### config.mk
export PLATFORM = sky130hd
export DESIGN_NAME = sipo_deser
export DESIGN_NICKNAME = d
export VERILOG_FILES = /design/src/rtl/sipo_pkg.sv /design/src/rtl/sipo_deser_bit_counter.sv /design/src/rtl/sipo_deser.sv
export SDC_FILE = /design/constraint.sdc
export NUM_CORES = 1
export LEC_CHECK = 0
export CAP_MARGIN = 20
export CELL_PAD_IN_SITES_DETAIL_PLACEMENT = 0
export CELL_PAD_IN_SITES_GLOBAL_PLACEMENT = 1
export CORE_MARGIN = 4
export CORE_UTILIZATION = 37
export CTS_CLUSTER_DIAMETER = 80
export DETAILED_ROUTE_END_ITERATION = 12
export PLACE_DENSITY = 0.71
export SYNTH_ARGS = -nofsm -noshare
export SYNTH_HDL_FRONTEND = slang
export SYNTH_HIERARCHICAL = 1
export SYNTH_SLANG_ARGS = --single-unit
### constraint.sdc
create_clock -name clock -period 2 [get_ports clock]
set_clock_uncertainty 0.2 [all_clocks]
set_input_delay 0.6 -clock clock [delete_from_list [all_inputs] [get_ports clock]]
set_output_delay 0.6 -clock clock [all_outputs]
set_load 0.05 [all_outputs]
### src/rtl/sipo_pkg.sv
// Shared definitions for the serial-in/parallel-out deserializer:
// capture FSM states and the default word/counter sizing.
package sipo_pkg;

    // Capture FSM: waiting for a frame start, or shifting bits in
    typedef enum logic {
        IDLE  = 1'b0,
        SHIFT = 1'b1
    } state_t;

    // Default deserialized word width
    localparam int DEFAULT_WIDTH = 8;

    // Bit-counter width needed to index a word of the given width
    function automatic int sel_for(input int width);
        return $clog2(width);
    endfunction

    // Default bit-counter width, derived from the default word width
    localparam int DEFAULT_SEL = sel_for(DEFAULT_WIDTH);

endpackage

### src/rtl/sipo_deser_bit_counter.sv
// Bit-position counter for the deserializer. Counts the serial bits of
// a frame and flags the last bit position (WIDTH-1).
module bit_counter
    import sipo_pkg::*;
#(
    parameter int WIDTH = DEFAULT_WIDTH,
    parameter int SEL   = DEFAULT_SEL
) (
    input  logic           clock,
    input  logic           reset,
    input  logic           clear,
    input  logic           enable,
    output logic [SEL-1:0] count,
    output logic           tc
);

    localparam logic [SEL-1:0] LAST = SEL'(WIDTH - 1);

    // Counter register. Clear together with enable means "restart and
    // count the bit taken this cycle", so the counter lands on 1; that is
    // how a frame start (which consumes bit 0 immediately) is expressed.
    always_ff @(posedge clock) begin
        if (reset) begin
            count <= '0;
        end else if (clear && enable) begin
            count <= SEL'(1);
        end else if (clear) begin
            count <= '0;
        end else if (enable) begin
            count <= count + SEL'(1);
        end
    end

    // Terminal count: the bit sampled this cycle is the last of the word
    always_comb begin
        tc = (count == LAST);
    end

endmodule

### src/rtl/sipo_deser.sv
// Serial-in/parallel-out deserializer. Assembles LSB-first serial frames
// into WIDTH-bit words, presents them on a valid/ready output register,
// and raises a sticky overrun flag when a finished word has to be dropped
// because the previous one is still waiting to be accepted.
module sipo_deser
    import sipo_pkg::*;
#(
    parameter int WIDTH = DEFAULT_WIDTH,
    parameter int SEL   = DEFAULT_SEL
) (
    input  logic             clock,
    input  logic             reset,
    input  logic             ser_in,
    input  logic             start,
    input  logic             out_ready,
    input  logic             ovf_clr,
    output logic [WIDTH-1:0] out_data,
    output logic             out_valid,
    output logic             busy,
    output logic             overrun
);

    state_t state_q;
    state_t state_d;

    logic [SEL-1:0]   count;
    logic             at_last;
    logic             cnt_clear;
    logic             cnt_enable;

    logic             in_shift;
    logic             complete;
    logic             accept;
    logic             load_word;
    logic             drop_word;

    // Bits 0..WIDTH-2 of the frame; the final bit goes straight into the
    // output word from ser_in, so it never needs a shift-register slot.
    logic [WIDTH-2:0] shift_q;
    logic [WIDTH-2:0] shift_d;

    logic [WIDTH-1:0] out_data_q;
    logic [WIDTH-1:0] out_data_d;
    logic             out_valid_q;
    logic             out_valid_d;
    logic             overrun_q;
    logic             overrun_d;

    bit_counter #(
        .WIDTH (WIDTH),
        .SEL   (SEL)
    ) u_bit_counter (
        .clock  (clock),
        .reset  (reset),
        .clear  (cnt_clear),
        .enable (cnt_enable),
        .count  (count),
        .tc     (at_last)
    );

    // FSM state register
    always_ff @(posedge clock) begin
        if (reset) begin
            state_q <= IDLE;
        end else begin
            state_q <= state_d;
        end
    end

    // FSM next state: a start always (re)enters SHIFT, the last bit leaves it
    always_comb begin
        state_d = state_q;
        case (state_q)
            IDLE: begin
                if (start) begin
                    state_d = SHIFT;
                end
            end
            SHIFT: begin
                if (start) begin
                    state_d = SHIFT;
                end else if (at_last) begin
                    state_d = IDLE;
                end
            end
            default: begin
                state_d = IDLE;
            end
        endcase
    end

    // Frame control: a start overrides a coinciding completion, and the
    // output handshake decides whether a finished word loads or is dropped
    always_comb begin
        in_shift   = (state_q == SHIFT);
        complete   = in_shift && at_last && !start;
        cnt_clear  = start || (in_shift && at_last);
        cnt_enable = start || (in_shift && !at_last);
        accept     = out_valid_q && out_ready;
        load_word  = complete && (!out_valid_q || out_ready);
        drop_word  = complete && out_valid_q && !out_ready;
    end

    // Shift-register next value: a start wipes the partial word and takes
    // bit 0; otherwise each mid-frame cycle fills the slot at count
    always_comb begin
        shift_d = shift_q;
        if (start) begin
            shift_d    = '0;
            shift_d[0] = ser_in;
        end else if (in_shift && !at_last) begin
            for (int i = 0; i < WIDTH - 1; i++) begin
                if (count == SEL'(i)) begin
                    shift_d[i] = ser_in;
                end
            end
        end
    end

    // Shift register
    always_ff @(posedge clock) begin
        if (reset) begin
            shift_q <= '0;
        end else begin
            shift_q <= shift_d;
        end
    end

    // Output register next values: load on completion when the slot is
    // free or being emptied this cycle, otherwise drop and flag overrun;
    // a new overrun beats a simultaneous clear request
    always_comb begin
        out_data_d  = out_data_q;
        out_valid_d = out_valid_q;
        if (load_word) begin
            out_data_d  = {ser_in, shift_q};
            out_valid_d = 1'b1;
        end else if (accept) begin
            out_valid_d = 1'b0;
        end

        overrun_d = overrun_q;
        if (drop_word) begin
            overrun_d = 1'b1;
        end else if (ovf_clr) begin
            overrun_d = 1'b0;
        end
    end

    // Output and status registers
    always_ff @(posedge clock) begin
        if (reset) begin
            out_data_q  <= '0;
            out_valid_q <= 1'b0;
            overrun_q   <= 1'b0;
        end else begin
            out_data_q  <= out_data_d;
            out_valid_q <= out_valid_d;
            overrun_q   <= overrun_d;
        end
    end

    // Port drive; busy is simply "a frame is being captured"
    always_comb begin
        out_data  = out_data_q;
        out_valid = out_valid_q;
        overrun   = overrun_q;
        busy      = in_shift;
    end

endmodule

==> results.txt <==
In this run the static leakage power is 0.000536 uW. Counting instances in the post-synthesis netlist gives the leading cell types as sky130_fd_sc_hd__dfxtp_1 (21), sky130_fd_sc_hd__a21oi_1 (10), sky130_fd_sc_hd__nand2_1 (10), sky130_fd_sc_hd__nand3_1 (9). For the part of the power in combinational logic, the log shows 11.1%. In this run, placement finished with an instance count of 150. The number of setup buffers added after CTS is 0, and the share of total power in the clock network is 29.1%. At the end of routability-driven placement, the weighted congestion stood at 0.725. The worst pin sits at a relative slew slack of 67.1%. The detailed router placed 795 vias in this run. The die height was 57.9 um; the buffer depth of the longest clock path was 2.

For the post-synthesis net count, the log shows 107. The proportion of power drawn by flip-flops and latches was 59.8%; the overall die width was 57.9 um. CTS placed an instance of sky130_fd_sc_hd__clkbuf_4 at the clock tree root.

Summing the sequential cell areas from Yosys gives 45.7% of the chip area. Ranked by total cell area, the synthesized netlist is headed by sky130_fd_sc_hd__dfxtp_1 (46%), sky130_fd_sc_hd__mux2i_1 (8.7%), sky130_fd_sc_hd__a21oi_1 (5.4%), sky130_fd_sc_hd__nand3_1 (4.9%), sky130_fd_sc_hd__o21ai_0 (4.3%). At the worst endpoint, the required time is 2020 ps.

In this run the power spent charging and discharging nets is 178 uW. The largest voltage drop on the vdd net came out at 511 uV. Entering global routing, the biggest net connects 14 pins.

The final antenna-violating net count came out at 0. By startpoint and endpoint, the worst setup path is classified as reg2reg. Cell with the most instances after synthesis: sky130_fd_sc_hd__dfxtp_1. In this run the tool buffered the top-level ports with 16 buffer cells. The share of flip-flops with an asynchronous set or reset is 0%. The global-route congestion overflow total came out at 0. The core region is 2300 um2. For the finished layout, the period the worst path requires is 1860 ps. The placed instance area is 1310 um2, and the boundary pin count is 17.

The net count of the finished layout is 135. In this run, the number of DRC markers left after iteration 0 of detailed routing was 10. The floorplan step defined a die boundary enclosing 3350 um2.

Based on the critical path, the design can be clocked at up to 538 MHz. After clock tree synthesis, the clock-pin slew on the worst setup and hold paths is 120 ps. The count of final setup violators came out at 0. The initial utilization of the core area, before any placement, comes to 40.1%. At the worst endpoint, the arrival time is 1880 ps. Of the post-synthesis cell area, the dominant cell type holds 45.7%. TritonCTS built the clock tree.

For the number of pins exceeding their max-slew limit in the final report, the log shows 0. The cell count after synthesis came out at 99. The cell internal power dissipation is 544 uW. The synthesized design contains 21 register bits. After routing the design area is 1340 um2.

The total inserted antenna cells was 0. Among all flip-flop cells after synthesis, the most frequent one is sky130_fd_sc_hd__dfxtp_1. The number of hold-repair buffers added at the cts stage was 0. For the half-perimeter wire length of the detailed placement result, the log shows 1590 um.

The run finished with clean final reports. The number of global-route vias before repair was 779; the layout overhead on the synthesized area was 45.1%. STA classifies the critical path endpoint as a flop.

The tree built by TritonCTS fans out to 21 sinks. The later pin in the worst-skew pair is clocked with a latency of 310 ps. The highest net fanout along the worst path is 7. The total length of routed wires is 1970 um, and the count of cell types in the netlist is 26. The min-delay analysis places its worst path in the category reg2reg. The synthesized design spends more area on one cell type than any other, namely sky130_fd_sc_hd__dfxtp_1. In the final routed layout, each cell accounts on average for 12.8 um. Power spread over the standard cell area amounts to 541 nW/um2. The number of maximum-capacitance violations was 0; the final clock period utilization by the worst path was 93.0%. The final-report hold violation count came out at 0. Startpoint kind of the worst setup timing path: a flop. The first global-routing pass estimated 3390 um of wire.

The netlist area before placement was 921 um2; the share of total power consumed by net switching was 24.7%. The detailed-router iteration count before antenna repair is 4, and the number of clock buffers inserted by TritonCTS is 3. During synthesis, Yosys emitted a total of 6 warnings. Setup repair after global routing left no endpoint under its margin. The post-route DRC violation count was 0; the total global routing track utilization was 13.1%. The level count of the clock H-tree was 1; the number of cells upsized or downsized after cts was 0.

The finished layout holds 154 standard cells, fillers aside. The share of layout cells above drive strength 1 is 23.8%, and the count of flip-flops with a built-in enable after synthesis is 0. Each instance of the synthesized netlist takes up on average 9.30 um2.

At the pin with the least slew margin, the transition time is 493 ps. After floorplanning, the core was divided into 17 placement rows. Using the TritonRoute via totals, the vias-per-cell ratio works out to 5.16. The number of antenna violations at the first check in global routing is 0, and the tightest hold margin is 272 ps.
## placed cells by master, fill, tap and decap left out, types with 2 or more instances in the layout
cell type and instances:
sky130_fd_sc_hd__buf_4 8, sky130_fd_sc_hd__nor2b_1 6, sky130_fd_sc_hd__nor2_1 3, sky130_fd_sc_hd__clkbuf_4 3
sky130_fd_sc_hd__buf_12 13, sky130_fd_sc_hd__o21ai_0 8, sky130_fd_sc_hd__nand3_1 9, sky130_fd_sc_hd__nand2_1 10
sky130_fd_sc_hd__mux2i_1 8, sky130_fd_sc_hd__a21oi_1 10, sky130_fd_sc_hd__ha_1 2, sky130_fd_sc_hd__dfxtp_1 21
sky130_fd_sc_hd__nand2b_1 2, sky130_fd_sc_hd__clkdlybuf4s50_1 5, sky130_fd_sc_hd__nand3b_1 4, sky130_fd_sc_hd__nor3_1 2
## critical path, stage by stage (launching register included)
cell,delay [ps]
sky130_fd_sc_hd__dfxtp_1,380
sky130_fd_sc_hd__ha_1,200
sky130_fd_sc_hd__ha_1,260
sky130_fd_sc_hd__a21o_2,250
sky130_fd_sc_hd__nor2b_1,120
sky130_fd_sc_hd__mux2_2,350
## layout make-up
cell class | instances | area (um2)
Clock buffer | 3 | 22.5
Clock inverter | 1 | 7.51
Fill cell | 204 | 961
Inverter | 1 | 3.75
Multi-Input combinational cell | 74 | 477
Sequential cell | 21 | 420
Tap cell | 28 | 35.0
Timing Repair Buffer | 26 | 370
## kinds of logic (layout without fill, tap and decap cells)
group,after synthesis,count (layout),synth area share [%]
buf+inv,4,31,2.58
compound gates,22,22,13.5
flops,21,21,45.7
fa+ha+maj,2,2,2.72
simple gates,41,41,25.7
mux,9,9,9.92
## power groups by stage
stage / Clock (uW) / Combinational, uW / Sequential [uW]
2_1_floorplan: 0 / 32.9 / 446
3_3_place_gp: 0 / 77.8 / 441
3_5_place_dp: 0 / 80.5 / 441
4_1_cts: 221 / 81.0 / 432
5_1_grt: 234 / 87.3 / 433
6_report: 210 / 80.1 / 432
## sequential cells by signal (all words and copies together) (netlist names)
register and count:
out_data 8, out_valid 1, shift_q 7, overrun 1, busy 1, u_bit_counter/count 3
## path summary, 6_finish.rpt
path	cells after the start	slack (ps)	end	startpoint
max reg2reg	5	140	u_bit_counter/count[0]	u_bit_counter/count[1]
min reg2reg	2	270	shift_q[6]	shift_q[6]
max	5	140	u_bit_counter/count[0]	u_bit_counter/count[1]
min	2	270	shift_q[6]	shift_q[6]
## through the flow
step	total power, uW	util, %	setup WS (ps)	TNS [ps]
3_3_place_gp	519	56.9	-60.5	-90.8
3_5_place_dp	522	56.9	-98.4	-233
5_1_grt	755	58.2	28.1	0
4_1_cts	734	58.2	132	0
2_1_floorplan	479	-	229	0
6_report	722	58.2	140	0
## routing by layer
layer	global-route usage (%)	share of wire [%]	vias to the layer above
li1	-	-	406
met2	21.3	48	18
met4	4.30	1.0	0
met1	15.6	45	367
met3	5.57	6.2	4
met5	0	0	-
Note: power is estimated with default switching activity, not from simulation.
